===== config.mk =====
export PLATFORM = sky130hd
export DESIGN_NAME = uart_tx_strobed
export DESIGN_NICKNAME = d
export VERILOG_FILES = /design/src/rtl/uart_tx_strobed.sv
export SDC_FILE = /design/constraint.sdc
export NUM_CORES = 1
export LEC_CHECK = 0
export ABC_AREA = 1
export BUFFER_PORTS_ARGS = -buffer_cell sky130_fd_sc_hd__buf_2
export CORE_MARGIN = 10
export CORE_UTILIZATION = 45
export CTS_BUF_LIST = sky130_fd_sc_hd__clkbuf_4 sky130_fd_sc_hd__clkbuf_8 sky130_fd_sc_hd__clkbuf_16
export DETAILED_ROUTE_END_ITERATION = 8
export GPL_ROUTABILITY_DRIVEN = 1
export PLACE_DENSITY = 0.69
export SLEW_MARGIN = 20
export SYNTH_ARGS = -nofsm -noshare
export SYNTH_HDL_FRONTEND = slang
export SYNTH_SLANG_ARGS = --single-unit

===== constraint.sdc =====
create_clock -name i_clk -period 1.4 [get_ports i_clk]
set_input_delay 0 -clock i_clk [delete_from_list [all_inputs] [get_ports i_clk]]
set_output_delay 0 -clock i_clk [all_outputs]
set_load 0.02 [all_outputs]

===== src/rtl/uart_tx_strobed.sv =====
`timescale 1ns/1ps
// uart_tx_strobed
// Serial UART transmitter paced by an external bit-rate strobe (one pulse per
// bit period). Frames are start bit, DATA_BITS data bits LSB-first, optional
// parity and STOP_BITS stop bits. Every line transition is aligned to a
// strobe, so each bit lasts exactly one strobe period.
module uart_tx_strobed #(
    parameter int DATA_BITS = 8,  // 5..9
    parameter int PARITY    = 0,  // 0 none, 1 odd, 2 even
    parameter int STOP_BITS = 1   // 1..2
) (
    input  logic                 i_clk,
    input  logic                 i_rst_n,
    input  logic                 i_strobe,
    input  logic [DATA_BITS-1:0] i_data,
    input  logic                 i_valid,
    output logic                 o_ready,
    output logic                 o_tx,
    output logic                 o_busy
);

    // ------------------------------------------------------------------
    // Elaboration-time parameter legality
    // ------------------------------------------------------------------
    if (DATA_BITS < 5 || DATA_BITS > 9) begin : g_bad_data_bits
        $error("uart_tx_strobed: DATA_BITS must be in 5..9");
    end
    if (PARITY < 0 || PARITY > 2) begin : g_bad_parity
        $error("uart_tx_strobed: PARITY must be 0 (none), 1 (odd) or 2 (even)");
    end
    if (STOP_BITS < 1 || STOP_BITS > 2) begin : g_bad_stop_bits
        $error("uart_tx_strobed: STOP_BITS must be 1 or 2");
    end

    // ------------------------------------------------------------------
    // Local constants
    // ------------------------------------------------------------------
    localparam int IDX_W = $clog2(DATA_BITS);

    // Index of the final data bit; DATA reaches this before leaving.
    localparam logic [IDX_W-1:0] LAST_IDX = IDX_W'(DATA_BITS - 1);

    // Stop counter terminal value: 0 for one stop bit, 1 for two.
    localparam logic STOP_LAST = (STOP_BITS == 2);

    localparam logic HAS_PARITY = (PARITY != 0);

    // Odd parity is the inverted XOR, so the accumulator simply starts at 1.
    localparam logic PAR_INIT = (PARITY == 1);

    localparam logic [2:0] ST_IDLE  = 3'd0;
    localparam logic [2:0] ST_LOAD  = 3'd1;
    localparam logic [2:0] ST_START = 3'd2;
    localparam logic [2:0] ST_DATA  = 3'd3;
    localparam logic [2:0] ST_PAR   = 3'd4;
    localparam logic [2:0] ST_STOP  = 3'd5;

    // ------------------------------------------------------------------
    // State
    // ------------------------------------------------------------------
    logic [2:0]           state;
    logic [DATA_BITS-1:0] shift_q;
    logic [IDX_W-1:0]     bit_idx;
    logic                 stop_cnt;
    logic                 par_acc;
    logic                 tx_q;

    // Handshake flags are pure decodes of the registered state, so o_ready
    // rises on the same edge that enters IDLE and never glitches on inputs.
    assign o_ready = (state == ST_IDLE);
    assign o_busy  = (state != ST_IDLE);
    assign o_tx    = tx_q;

    // Frame sequencer and datapath: one transition per strobe after LOAD.
    always_ff @(posedge i_clk or negedge i_rst_n) begin
        if (!i_rst_n) begin
            // NOTE: the shift and parity registers are a handful of flops, not
            // a memory, so they are reset along with the control state; this
            // keeps a dropped frame from leaving stale data observable.
            state    <= ST_IDLE;
            shift_q  <= '0;
            bit_idx  <= '0;
            stop_cnt <= 1'b0;
            par_acc  <= 1'b0;
            tx_q     <= 1'b1;
        end else begin
            // NOTE: non-blocking assignments throughout, so every branch reads
            // the pre-edge values (e.g. shift_q[0] is the bit being sent, not
            // the bit after this edge's shift).
            case (state)
                ST_IDLE: begin
                    tx_q <= 1'b1;
                    // A strobe in the accept cycle is deliberately ignored:
                    // the start bit waits for the next full strobe period.
                    if (i_valid) begin
                        shift_q  <= i_data;
                        par_acc  <= PAR_INIT;
                        bit_idx  <= '0;
                        stop_cnt <= 1'b0;
                        state    <= ST_LOAD;
                    end
                end

                ST_LOAD: begin
                    if (i_strobe) begin
                        tx_q  <= 1'b0;
                        state <= ST_START;
                    end
                end

                ST_START: begin
                    if (i_strobe) begin
                        tx_q    <= shift_q[0];
                        par_acc <= par_acc ^ shift_q[0];
                        shift_q <= {1'b0, shift_q[DATA_BITS-1:1]};
                        bit_idx <= '0;
                        state   <= ST_DATA;
                    end
                end

                ST_DATA: begin
                    if (i_strobe) begin
                        if (bit_idx == LAST_IDX) begin
                            // par_acc now holds the full parity of the word.
                            stop_cnt <= 1'b0;
                            if (HAS_PARITY) begin
                                tx_q  <= par_acc;
                                state <= ST_PAR;
                            end else begin
                                tx_q  <= 1'b1;
                                state <= ST_STOP;
                            end
                        end else begin
                            tx_q    <= shift_q[0];
                            par_acc <= par_acc ^ shift_q[0];
                            shift_q <= {1'b0, shift_q[DATA_BITS-1:1]};
                            bit_idx <= bit_idx + 1'b1;
                        end
                    end
                end

                ST_PAR: begin
                    if (i_strobe) begin
                        tx_q     <= 1'b1;
                        stop_cnt <= 1'b0;
                        state    <= ST_STOP;
                    end
                end

                ST_STOP: begin
                    tx_q <= 1'b1;
                    if (i_strobe) begin
                        if (stop_cnt == STOP_LAST) begin
                            state <= ST_IDLE;
                        end else begin
                            // Saturates at the terminal count; never wraps.
                            stop_cnt <= 1'b1;
                        end
                    end
                end

                default: begin
                    tx_q  <= 1'b1;
                    state <= ST_IDLE;
                end
            endcase
        end
    end

endmodule


==> results by group, run 1 <==
Status
  – Outcome: completed

CTS
  – Max Buffers Root-to-Sink: 2
  – CTS Buf Count: 3
  – Clock insertion delay at the later pin of the skew report: 0.27 ns
  – # H-tree levels: 1
  – TritonCTS Sinks: 15
  – CTS tree: yes
  – Clock Root Buffer: clkbuf_4
  – Worst-path clk slew: 0.09 ns

Job
  – Max-cap violation count: 0

Yosys
  – Ys flop type: dfrtp_1
  – Mapped Cells: 132
  – Count leader, synth: nand2_1
  – Syn_nets: 146
  – Number of synthesized flops with an enable pin: 0
  – Area share of the largest cell type after synthesis: 38.9%
  – Post-synthesis sequential area ratio: 41.9%
  – Async S/R FF share, synth: 100%
  – Syn. warnings: 0
  – Leading post-synthesis cells by cell area: dfrtp_1, nand2_1, nand3_1
  – Most frequent cells after synthesis: nand2_1, dfrtp_1, inv_1, nand3_1, nor2_1
  – Yosys reg bits: 15
  – Syn Area/Cell: 6.82 sq um
  – Yosys top cell by area: dfrtp_1
  – Post-synth cell types: 15
  – Post-Syn Area: 900 sq um

Pwr
  – Seq pwr share: 28.0%
  – PD cells: 2460 mW/mm^2
  – Combinational share of power: 62.6%
  – Static Leak: 0.661 nW
  – Switch Pwr: 1.32 mW
  – P_int: 1.43 mW
  – Clock power frac: 9.5%
  – Sw Share: 48.1%
  – Total power: 2.75 mW
  – VDD IR max: 1.14 mV

Floorplanning
  – Initial Utilization: 46.8%
  – FP Rows: 16
  – Die height: 64.7 microns
  – Core footprint: 0.00192 sq mm
  – Full die area: 0.00419 sq mm
  – Die W: 64.7 microns
  – # IOs: 15

Cells and area
  – Register Area: 378 sq um
  – Fin area: 0.00112 sq mm
  – Fillers: 198
  – Diodes inserted: 0
  – Layout area overhead: 24.3%
  – Share of post-route cells with drive strength above 1: 25.6%
  – Fin nets: 171
  – Multi-input gate area: 469 sq um
  – Final Util: 58.2%

Global routing
  – Largest net degree at the start of global routing: 16
  – GRT Total Usage: 9.64%
  – Initial antenna violation count: 0
  – Global route overflow: 0
  – First-pass GRT wire length: 3360 microns
  – Vias in the first global route: 801

Drt
  – DRT Pass-1 Iters: 4
  – Final ANT Viol Nets: 0
  – Initial DRC Count: 30
  – Via count: 871
  – Total wire length: 1980 microns
  – WL/cell: 10.8 microns
  – Via density: 4.76
  – Residual DRC: 0

Setup path
  – R2r setup slk: 0.09 ns
  – Reg2reg end: shift_q[7]$_DFFE_PN0P_
  – CP Launch Point: bit_idx[0]$_DFFE_PN0P_
  – CP Max Fanout: 4
  – Req. time, crit path: 1.62 ns
  – Crit Reg-Reg Startpoint: bit_idx[0]$_DFFE_PN0P_
  – Setup crit end kind: flop
  – Crit path launch type: flop
  – R2R cell count: 8
  – Worst Path Arrival: 1.53 ns
  – Setup CP Type: reg2reg

STA
  – Worst-margin pin slew: 0.347 ns
  – Final Hold Viols: 0
  – Final worst path period need: 1.31 ns
  – Fin crit share: 93.7%
  – RSZ-0062 raised after global routing: false
  – Hold slack: 0.0449 ns
  – Final setup viols: 0
  – Max-slew violation count: 0
  – Setup WS post-layout: 0.0880 ns
  – Clk_skew: 0.00307 ns
  – Peak Freq: 762 MHz
  – Rel. slew slack: 76.9%

Worst hold path
  – Hold EP: shift_q[0]$_DFFE_PN0P_
  – Worst Hold Class: in2reg
  – Worst Min Path Start: i_data[0]
  – Hold path cells: 5

Placed design
  – DP Area: 0.00101 sq mm
  – Post-DP HPWL: 1500 microns
  – Placement Setup Slack: -0.0413 ns
  – RD Place Congestion: 0.801
  – IO Port Bufs: 14
==> critical path, stage by stage (launching register included) <==
cell and delay, ns:
dfrtp_1 0.39, ha_2 0.18, ha_2 0.18, inv_2 0.05, nand2_2 0.07, nand2_4 0.10
buf_4 0.13, nand3_1 0.08, nand2_1 0.08
==> cell usage in the layout, fill, tap and decap left out <==
master         instances
a21oi_1                1
buf_12                 1
buf_2                 14
buf_4                  5
buf_6                  1
clkbuf_4               4
dfrtp_1               13
dfrtp_2                1
dfstp_2                1
dlygate4sd3_1          1
ha_2                   2
inv_1                 12
inv_2                  2
inv_4                  1
nand2_1               63
nand2_2                4
nand2_4                2
nand3_1               13
nor2_1                 9
nor2_2                 1
nor2_8                 1
o21ai_0                2
o21bai_1               2
==> per-stage QoR <==
step / setup TNS (ns) / std cells
detailed placement: -0.350 / 175
finish: 0 / 183
global placement: -0.00658 / 175
global route: 0 / 183
floorplan: 0 / 132
CTS: 0 / 181
==> sequential cells by signal, indices dropped and copies added (netlist names) <==
register,cells
bit_idx,3
shift_q,8
o_tx,1
state,3
==> layer usage <==
| layer | global-route usage, % | share of wire, % | up-vias |
|---|---|---|---|
| met5 | 0 | 0 | - |
| met4 | 2.41 | 0.86 | 0 |
| met3 | 3.44 | 6.1 | 2 |
| met2 | 16.3 | 49 | 19 |
| met1 | 11.4 | 43 | 395 |
| li1 | - | - | 455 |
==> cell families after synthesis <==
| group | Yosys count | share of synthesized area, % |
|---|---|---|
| buffers and inverters | 18 | 9.18 |
| AND/OR/NAND/NOR | 92 | 42.8 |
| AO/OA/AOI/OAI | 5 | 3.34 |
| flip-flops | 15 | 41.9 |
| adder cells (fa/ha/maj) | 2 | 2.78 |
==> timing repair <==
action,in CTS,in global routing
resized for setup,3,8
hold buffers,1,0
buffers inserted,1,1
endpoints found under the setup margin,11,15
gates cloned,0,1
pin swaps,1,6
endpoints found under the hold margin,15,0
==> power groups by stage <==
stage / clock network [mW] / logic (mW) / registers (mW)
global route: 0.287 / 1.96 / 0.795
global placement: 0 / 1.46 / 0.782
CTS: 0.268 / 1.57 / 0.777
finish: 0.260 / 1.72 / 0.769
detailed placement: 0 / 1.49 / 0.788
floorplan: 0 / 1.14 / 0.784
==> how the worst max path moves through the flow <==
stage,to,cells past startpoint
after floorplan,bit_idx[0]$_DFFE_PN0P_,9
after global placement,shift_q[6]$_DFFE_PN0P_,8
after detailed placement,shift_q[6]$_DFFE_PN0P_,8
after CTS,shift_q[7]$_DFFE_PN0P_,8
after global routing,shift_q[3]$_DFFE_PN0P_,8
final,shift_q[7]$_DFFE_PN0P_,8
==> area by class of cell <==
class | instances | area share [%]
clock buffers | 4 | 2.68
inverters | 15 | 5.26
multi-input cells | 100 | 41.9
flip-flops and latches | 15 | 33.8
well taps | 27 | 3.02
repair buffers | 22 | 13.3
No activity file was read; power rests on OpenSTA's default activity.
==> run 2, diff against run 1 <==
--- a/config.mk
+++ b/config.mk
@@ -13,6 +13,7 @@
 export DETAILED_ROUTE_END_ITERATION = 8
 export GPL_ROUTABILITY_DRIVEN = 1
 export PLACE_DENSITY = 0.69
+export SETUP_SLACK_MARGIN = 0.5
 export SLEW_MARGIN = 20
 export SYNTH_ARGS = -nofsm -noshare
 export SYNTH_HDL_FRONTEND = slang
==> run 2 against run 1 <==
  * Critical path depth did not move
  * Via count did not move
  * Maximum frequency rose by 0.67%
  * Sequential share of layout area fell by 1.3 points
  * Wire length rose by 6.0%
  * Count of clock-buffer cells in the layout did not move
  * Sequential cell count did not move
  * Worst hold slack got worse by 0.020 ns
  * Utilization rose by 2.4 points
  * Total power rose by 5.8%
  * Critical endpoint is now bit_idx[0]$_DFFE_PN0P_
==> results by group, run 2 (synthesized netlist as in run 1, its figures left out) <==
Pwr
  – VDD IR max: 1.25 mV (was 1.14 mV)
  – Static Leak: 0.675 nW (was 0.661 nW)
  – PD cells: 2500 mW/mm^2 (was 2460 mW/mm^2)

STA
  – Final setup viols: 0 (unchanged)
  – Final Hold Viols: 0 (unchanged)
  – Final worst path period need: 1.30 ns (was 1.31 ns)
  – Fin crit share: 93.1% (was 93.7%)
  – Worst-margin pin slew: 0.357 ns (was 0.347 ns)
  – RSZ-0062 raised after global routing: true (was false)
  – Max-slew violation count: 0 (unchanged)
  – Final TNS setup: 0 ns (unchanged)
  – Peak Freq: 767 MHz (was 762 MHz)
  – Clk_skew: 0.00672 ns (was 0.00307 ns)
  – Rel. slew slack: 76.2% (was 76.9%)

CTS
  – Clock insertion delay at the later pin of the skew report: 0.29 ns (was 0.27 ns)
  – # H-tree levels: 1 (unchanged)
  – Max Buffers Root-to-Sink: 2 (unchanged)
  – CTS tree: yes (unchanged)
  – CTS Buf Count: 3 (unchanged)
  – TritonCTS Sinks: 15 (unchanged)
  – Clock Root Buffer: clkbuf_4 (unchanged)
  – Worst-path clk slew: 0.09 ns (about the same)

Setup path
  – Worst Path Arrival: 1.53 ns (about the same)
  – CP Max Fanout: 7 (was 4)
  – Setup CP Type: reg2reg (unchanged)
  – Crit path launch type: flop (unchanged)
  – Setup crit end kind: flop (unchanged)
  – Req. time, crit path: 1.63 ns (was 1.62 ns)

Floorplanning
  – Die height: 64.7 microns (unchanged)
  – Die W: 64.7 microns (unchanged)
  – Full die area: 0.00419 sq mm (unchanged)
  – Core footprint: 0.00192 sq mm (unchanged)
  – Initial Utilization: 46.8% (unchanged)
  – FP Rows: 16 (unchanged)
  – # IOs: 15 (unchanged)

Cells and area
  – Diodes inserted: 0 (unchanged)
  – Largest Register: shift_q (unchanged)
  – Fin nets: 173 (was 171)
  – Layout area overhead: 29.5% (was 24.3%)
  – Most frequent cells in the layout: nand2_1, dfrtp_1, nand3_1, buf_2 (was nand2_1, buf_2, nand3_1, dfrtp_1, inv_1)
  – Most common cell after layout, fill and taps aside: nand2_1 (unchanged)
  – Largest register FFs: 8 (unchanged)
  – Biggest regs: shift_q (8), bit_idx (3), state (3) (unchanged)
  – Share of post-route cells with drive strength above 1: 29.7% (was 25.6%)
  – Fin area: 0.00116 sq mm (was 0.00112 sq mm)

Global routing
  – GRT Total Usage: 10.5% (was 9.64%)
  – Vias in the first global route: 858 (was 801)
  – First-pass GRT wire length: 3480 microns (was 3360 microns)
  – Initial antenna violation count: 0 (unchanged)
  – Global route overflow: 0 (unchanged)
  – Largest net degree at the start of global routing: 16 (unchanged)

Drt
  – Initial DRC Count: 49 (was 30)
  – Total wire length: 2090 microns (was 1980 microns)
  – Residual DRC: 0 (unchanged)
  – Via count: 871 (unchanged)
  – Final ANT Viol Nets: 0 (unchanged)
  – WL/cell: 11.3 microns (was 10.8 microns)
  – DRT Pass-1 Iters: 4 (unchanged)
  – Via density: 4.71 (was 4.76)

Placed design
  – IO Port Bufs: 14 (unchanged)
  – RD Place Congestion: 0.793 (was 0.801)
  – Post-DP HPWL: 1490 microns (was 1500 microns)
  – DP Area: 0.00104 sq mm (was 0.00101 sq mm)

Status
  – Outcome: completed (unchanged)

Worst hold path
  – Worst Hold Class: in2reg (unchanged)

Job
  – Max-cap violation count: 0 (unchanged)
[run 2: changes by cell type in the layout (fill, tap and decap cells not counted), moves of 2 or more]
cell     change
buf_4        +5
buf_2        -3
inv_2        +3
buf_6        +2
inv_1        -2
o21ai_0      -2
o21ai_1      +2
[run 2: power breakdown]
part | leakage, nW | internal [mW] | switching, mW | total (mW)
clock | 0.0184 | 0.130 | 0.138 | 0.268
sequential | 0.189 | 0.641 | 0.155 | 0.796
combinational | 0.468 | 0.757 | 1.09 | 1.84
total | 0.675 | 1.53 | 1.38 | 2.91
[run 2: what timing repair did]
action                                 4_1_cts  5_1_grt
setup endpoints to repair                   18       18
pin swaps                                    4        1
resized for setup                           10        1
hold buffers                                 1        0
endpoints found under the hold margin       15        0
buffers inserted                             5        1
[run 2: worst max-delay path, cell delays in order (launching register included)]
cell and delay [ns]:
dfrtp_1 0.39, ha_2 0.21, ha_4 0.16, inv_2 0.04
nand2_2 0.06, nand2_4 0.10, buf_6 0.13, nand3_1 0.07
nand2_1 0.07
[run 2: path summary, 6_finish.rpt]
kind | start | endpoint | slack, ns | cells past startpoint
max in group asynchronous | i_rst_n | o_tx$_DFFE_PN1P_ | 0.96 | 2
setup reg to reg | bit_idx[0]$_DFFE_PN0P_ | bit_idx[0]$_DFFE_PN0P_ | 0.1 | 8
min in group asynchronous | i_rst_n | state[2]$_DFFE_PN0P_ | 0.14 | 2
setup / recovery | bit_idx[0]$_DFFE_PN0P_ | bit_idx[0]$_DFFE_PN0P_ | 0.1 | 8
hold / removal | i_data[7] | shift_q[7]$_DFFE_PN0P_ | 0.02 | 5
hold reg to reg | shift_q[5]$_DFFE_PN0P_ | shift_q[5]$_DFFE_PN0P_ | 0.48 | 2
[run 2: cell type report]
type | count | area (sq um)
clock buffer | 4 | 30.0
fill | 187 | 757
inverter | 15 | 56.3
multi-input combinational | 99 | 493
sequential | 15 | 378
tap | 27 | 33.8
timing repair buffer | 25 | 174
[run 2: layer usage]
metal	up-vias	part of all wire, %	GRT usage [%]
li1	452	-	-
met1	394	45	10.8
met2	20	49	18.6
met3	5	3.7	3.09
met4	0	2.1	5.61
met5	-	0	0
[run 2: per-stage QoR]
step	hold slack (ns)	utilization [%]	total power, mW	setup WS, ns	cells
after detailed placement	-0.0695	54.0	2.32	0.00768	174
final	0.0249	60.6	2.91	0.0968	185
after CTS	0.0212	60.0	2.90	0.0960	184
after global placement	-0.0734	54.0	2.30	0.0371	174
after floorplan	-0.296	-	2.00	0.131	132
after global routing	0.0348	60.6	3.19	0.0147	185
